`src/rtl/key_debounce.sv`:
```
// Push-button conditioner: synchronises active-low keys, debounces each channel
// and produces a clean level plus registered press, release and auto-repeat strobes.
module key_debounce #(
    parameter int NUM_KEYS        = 4,
    parameter int SYNC_STAGES     = 2,
    parameter int DEBOUNCE_CYCLES = 1_000_000,
    parameter int REPEAT_EN       = 1,
    parameter int HOLD_CYCLES     = 25_000_000,
    parameter int REPEAT_CYCLES   = 5_000_000
) (
    input  logic                CLOCK_50,
    input  logic                RESET_N,
    input  logic [NUM_KEYS-1:0] KEY,
    output logic [NUM_KEYS-1:0] KEY_LEVEL,
    output logic [NUM_KEYS-1:0] KEY_PRESS,
    output logic [NUM_KEYS-1:0] KEY_RELEASE,
    output logic [NUM_KEYS-1:0] KEY_REPEAT
);

    localparam int DB_W     = $clog2(DEBOUNCE_CYCLES + 1);
    localparam int HOLD_MAX = (HOLD_CYCLES > REPEAT_CYCLES) ? HOLD_CYCLES : REPEAT_CYCLES;
    localparam int HD_W     = $clog2(HOLD_MAX + 1);

    localparam logic [DB_W-1:0] DB_LAST   = DB_W'(DEBOUNCE_CYCLES - 1);
    localparam logic [HD_W-1:0] HOLD_LAST = HD_W'(HOLD_CYCLES - 1);
    localparam logic [HD_W-1:0] RPT_LAST  = HD_W'(REPEAT_CYCLES - 1);
    localparam logic            RPT_ON    = (REPEAT_EN != 0);

    // Bit 1 of the state is the debounced level, so KEY_LEVEL comes straight from a flop.
    localparam logic [1:0] ST_RELEASED    = 2'b00;
    localparam logic [1:0] ST_PRESS_CHK   = 2'b01;
    localparam logic [1:0] ST_PRESSED     = 2'b10;
    localparam logic [1:0] ST_RELEASE_CHK = 2'b11;

    for (genvar i = 0; i < NUM_KEYS; i++) begin : g_key
        logic [SYNC_STAGES-1:0] r_sync;
        logic [1:0]             r_state;
        logic [DB_W-1:0]        r_dbCnt;
        logic [HD_W-1:0]        r_holdCnt;
        logic                   r_rptPhase;
        logic                   r_press;
        logic                   r_release;
        logic                   r_repeat;
        logic                   w_s;
        logic                   w_dbDone;
        logic                   w_releaseEdge;
        logic                   w_holdDone;

        // Synchroniser keeps raw polarity (1 = released); inversion happens at its output.
        assign w_s           = ~r_sync[SYNC_STAGES-1];
        assign w_dbDone      = (r_dbCnt == DB_LAST);
        assign w_releaseEdge = (r_state == ST_RELEASE_CHK) && !w_s && w_dbDone;
        assign w_holdDone    = r_rptPhase ? (r_holdCnt == RPT_LAST) : (r_holdCnt == HOLD_LAST);

        always_ff @(posedge CLOCK_50) begin
            if (!RESET_N) begin
                r_sync     <= '1;
                r_state    <= ST_RELEASED;
                r_dbCnt    <= '0;
                r_holdCnt  <= '0;
                r_rptPhase <= 1'b0;
                r_press    <= 1'b0;
                r_release  <= 1'b0;
                r_repeat   <= 1'b0;
            end else begin
                r_sync    <= {r_sync[SYNC_STAGES-2:0], KEY[i]};
                r_press   <= 1'b0;
                r_release <= 1'b0;
                r_repeat  <= 1'b0;

                case (r_state)
                    ST_RELEASED: begin
                        if (w_s) begin
                            r_state <= ST_PRESS_CHK;
                            r_dbCnt <= r_dbCnt + 1'b1;
                        end
                    end
                    ST_PRESS_CHK: begin
                        if (!w_s) begin
                            r_state <= ST_RELEASED;
                            r_dbCnt <= '0;
                        end else if (w_dbDone) begin
                            r_state <= ST_PRESSED;
                            r_dbCnt <= '0;
                            r_press <= 1'b1;
                        end else begin
                            r_dbCnt <= r_dbCnt + 1'b1;
                        end
                    end
                    ST_PRESSED: begin
                        if (!w_s) begin
                            r_state <= ST_RELEASE_CHK;
                            r_dbCnt <= r_dbCnt + 1'b1;
                        end
                    end
                    default: begin
                        if (w_s) begin
                            r_state <= ST_PRESSED;
                            r_dbCnt <= '0;
                        end else if (w_dbDone) begin
                            r_state   <= ST_RELEASED;
                            r_dbCnt   <= '0;
                            r_release <= 1'b1;
                        end else begin
                            r_dbCnt <= r_dbCnt + 1'b1;
                        end
                    end
                endcase

                // The release edge wins over a coincident repeat so the two strobes never overlap.
                if (!r_state[1] || w_releaseEdge) begin
                    r_holdCnt  <= '0;
                    r_rptPhase <= 1'b0;
                end else if (w_holdDone) begin
                    r_holdCnt  <= '0;
                    r_rptPhase <= 1'b1;
                    r_repeat   <= RPT_ON;
                end else begin
                    r_holdCnt <= r_holdCnt + 1'b1;
                end
            end
        end

        assign KEY_LEVEL[i]   = r_state[1];
        assign KEY_PRESS[i]   = r_press;
        assign KEY_RELEASE[i] = r_release;
        assign KEY_REPEAT[i]  = r_repeat;
    end

endmodule

```
`config.mk`:
```
export PLATFORM = sky130hd
export DESIGN_NAME = key_debounce
export DESIGN_NICKNAME = d
export VERILOG_FILES = /design/src/rtl/key_debounce.sv
export SDC_FILE = /design/constraint.sdc
export NUM_CORES = 1
export LEC_CHECK = 0
export BUFFER_PORTS_ARGS = -buffer_cell sky130_fd_sc_hd__clkbuf_2
export CAP_MARGIN = 20
export CORE_ASPECT_RATIO = 1.25
export CORE_MARGIN = 4
export CORE_UTILIZATION = 63
export CTS_CLUSTER_SIZE = 14
export DETAILED_ROUTE_END_ITERATION = 7
export PLACE_DENSITY = 0.89
export SLEW_MARGIN = 20
export SYNTH_ARGS = -nofsm -noshare
export SYNTH_HDL_FRONTEND = slang
export SYNTH_SLANG_ARGS = --single-unit
```
`constraint.sdc`:
```
create_clock -name CLOCK_50 -period 3.3 [get_ports CLOCK_50]
set_clock_uncertainty 0.2 [all_clocks]
set_input_delay 0.66 -clock CLOCK_50 [delete_from_list [all_inputs] [get_ports CLOCK_50]]
set_output_delay 0.66 -clock CLOCK_50 [all_outputs]
set_load 0.005 [all_outputs]
```
==> results.ini <==
[timing]
min_period_ns = 2.68
report.final.slew_viol_count = 0
hold_viol = 0
timing.final.crit_share_pct = 81.1
maxSlewHeadroom_pct = 39.0
fmax_mhz = 373
tns_ns = 0
hold_ws_ns = 0.145
rsz0062_at_grt = false
setup_viol = 0
tightest_slew_ns = 0.907

[placed_design]
io_buffer_count = 21
place_area_um2 = 10500
dpl.hpwl_um = 13900
place_congestion = 0.916

[clock_tree]
cts_buffers = 21
holdBufCountCts = 0
cts_resized = 0
cts_sinks = 212
post_cts_buffers = 0
cts.clk_slew.worst_paths_ns = 0.06
cts_max_level = 1
cts_buffer_depth = 3
cts_root_buf = clkbuf_16
cts_tree = built
clock_latency_ns = 0.49

[yosys]
synth_compound_area_share_pct = 6.35
synthesis.area_um2 = 10400
async_flop_share_pct = 0
yosysSeqAreaShare_pct = 40.9
synth_cells = 1213
ys.flop_type = dfxtp_1
ys_seq_elements = 212
synth.avg_cell_area_um2 = 8.56
syn-num-nets = 1247
yosysUniqueCellTypes = 70
synthAdderAreaFrac_pct = 3.37
synth_top_family_by_area = simple AND/OR/NAND/NOR gates
synth-xor-area-share_pct = 12.1
ys.warnings.count = 0
synthMuxAreaShare_pct = 1.20
synth_edf_count = 0
synthSimpleGateAreaFrac_pct = 32.0

[worst_hold_path]
worstHoldPathCells = 2
holdCritPathClass = in2reg
min_to = g_key[2].r_sync[0]$_SDFF_PN1_
hold_start = KEY[2]

[worst_setup_path]
r2r_slack_ns = 0.62
endpoint_kind = register
cp.arrival_ns = 2.86
critical_path_required_ns = 3.48
crit_chain = inv_1, ha_1, mux2_2, nor4b_1, nand4_1, xor2_1, nor2_1
crit_buf_inv = 1
path_class = reg2reg
cpMaxStageDelayCell = nor4b_1
cpPeakStageDelay_ns = 0.71
startpoint_type = register
reg2regPathDepth = 7
crit_family = simple AND/OR/NAND/NOR gates
reg2reg_to = g_key[2].r_dbCnt[15]$_SDFFE_PN0P_
critPathMaxFanout = 15

[route]
vias = 8661
ant_nets = 0
routed_wl_um = 21600
viasPerCell = 6.01
drc = 0
drt_first_pass_iters = 5
wl_per_cell_um = 15.0
dr.first_iter.drc_count = 776

[finish]
drive_above_1_share_pct = 7.27
layout.nets = 1244
insertedDiodeCount = 0
fin_area_um2 = 11300
area_growth_pct = 8.44

[die]
dieWidth_um = 123
pin_count = 22
die_area_um2 = 18600
fp.dieH_um = 152
initial_core_util_pct = 64.1
row_count = 52
coreArea_um2 = 16200

[global_routing]
grt_pass1_wl_um = 36900
grt_max_degree = 26
grt-ovfl-total = 0
grt_use_total_pct = 23.2
antenna_found_initial = 0
grt_pass1_vias = 8203

[outcome]
status = completed

[flow_run]
max_cap_viol_count = 0

[power_and_ir_drop]
pwr_density_cell_nw_per_um2 = 460
ir_drop_uv = 385
leakage_nw = 3.83

[layer usage]
layer / global-route usage (%) / vias to the layer above / routed length (um) / part of all wire (%)
met2: 41.1 / 264 / 10900 / 50
met3: 3.45 / 61 / 1070 / 4.9
met4: 8.35 / 0 / 535 / 2.5
met1: 28.4 / 4095 / 9130 / 42
li1: - / 4241 / - / -
met5: 0 / - / 0 / 0
[worst register-to-register path: cells and delay by family (launching register included)]
kind	cells	cell delay [ns]
flip-flops	1	0.45
adder cells (fa/ha/maj)	1	0.25
multiplexers	1	0.39
XOR/XNOR	1	0.18
AND/OR/NAND/NOR	3	0.99
buffers and inverters	1	0.11
[synthesized netlist by cell type (all sizes together), types with 25 or more instances]
cell type	n	area (um^2)
nand2	94	353
nor4	25	184
ha	28	350
nand4	60	375
nor2	196	736
dfxtp	212	4240
xor2	93	815
clkbuf	30	113
xnor2	51	447
nand3	86	430
buf	31	211
inv	26	97.6
nor3	26	130
and3	40	250
[worst max path at each step]
stage,to,slack (ns),depth (start not counted)
detailed placement,g_key[2].r_dbCnt[15]$_SDFFE_PN0P_,0.66,7
global placement,g_key[2].r_dbCnt[15]$_SDFFE_PN0P_,0.82,7
floorplan,g_key[0].r_dbCnt[19]$_SDFFE_PN0P_,0.98,8
global route,g_key[2].r_dbCnt[15]$_SDFFE_PN0P_,0.46,7
finish,g_key[2].r_dbCnt[15]$_SDFFE_PN0P_,0.62,7
CTS,g_key[2].r_dbCnt[15]$_SDFFE_PN0P_,0.63,7
[cell usage in the layout (no fill, tap or decap), types with 4 or more instances in the layout]
cell type | Yosys | layout
and3_1 | 40 | 40
nor2_1 | 196 | 196
mux2_2 | 4 | 4
or4b_1 | 5 | 5
nand2_1 | 94 | 94
inv_1 | 26 | 26
and4b_1 | 5 | 5
ha_1 | 28 | 28
clkbuf_16 | 0 | 21
nand3_1 | 86 | 86
and2_1 | 7 | 7
or2_2 | 5 | 5
nor4_1 | 22 | 22
o21ai_0 | 14 | 14
mux2i_1 | 8 | 8
xor2_1 | 93 | 93
and4_1 | 11 | 11
nand4_1 | 60 | 60
nor4b_1 | 12 | 12
nor4bb_1 | 6 | 6
clkbuf_8 | 0 | 5
nand3b_1 | 7 | 7
o22ai_1 | 4 | 4
nor2b_1 | 7 | 7
a21oi_1 | 21 | 21
nor3b_1 | 5 | 5
nor3_1 | 26 | 26
xnor2_1 | 51 | 51
nand2b_1 | 16 | 16
a211oi_1 | 4 | 4
buf_4 | 18 | 14
a31oi_1 | 6 | 6
dfxtp_1 | 212 | 212
clkbuf_2 | 0 | 21
or3_1 | 8 | 8
or4_1 | 6 | 6
o211ai_1 | 5 | 5
clkinv_2 | 0 | 5
[through the flow]
stage / util (%) / power [mW] / instances / worst slack, ns
after floorplan: - / 2.72 / 1213 / 0.984
after global placement: 65.1 / 2.74 / 1403 / 0.818
after detailed placement: 65.1 / 2.75 / 1403 / 0.664
after CTS: 69.5 / 5.22 / 1440 / 0.626
after global routing: 69.5 / 5.33 / 1440 / 0.462
final: 69.5 / 5.18 / 1440 / 0.623
[power by group]
group	switching, mW	internal (mW)	leakage, nW	total [mW]
sequential	0.0199	2.57	1.71	2.59
combinational	0.0664	0.0345	1.76	0.101
clock	0.974	1.51	0.360	2.49
total	1.06	4.12	3.83	5.18
[state kept, by name, summed over array words and instances, names as in the netlist, named ones only]
name / flops
g_key.r_holdCnt: 100
g_key.r_dbCnt: 80
g_key.r_sync: 8
g_key.r_press: 4
g_key.r_release: 4
g_key.r_repeat: 4
g_key.r_rptPhase: 4
g_key.r_state: 4
[final cells by class]
| class | instances | area (um^2) |
|---|---|---|
| Inverter | 26 | 97.6 |
| Sequential cell | 212 | 4240 |
| Clock buffer | 29 | 606 |
| Multi-Input combinational cell | 914 | 5720 |
| Tap cell | 216 | 270 |
| Fill cell | 1174 | 4940 |
| Clock inverter | 8 | 115 |
| Timing Repair Buffer | 35 | 210 |
[logic make-up after synthesis]
kind of cell / count (synthesis)
compound gates: 92
xor+xnor: 144
fa+ha+maj: 28
buf+inv: 87
flops: 212
mux: 12
simple gates: 638
(Power assumes the default switching activity.)
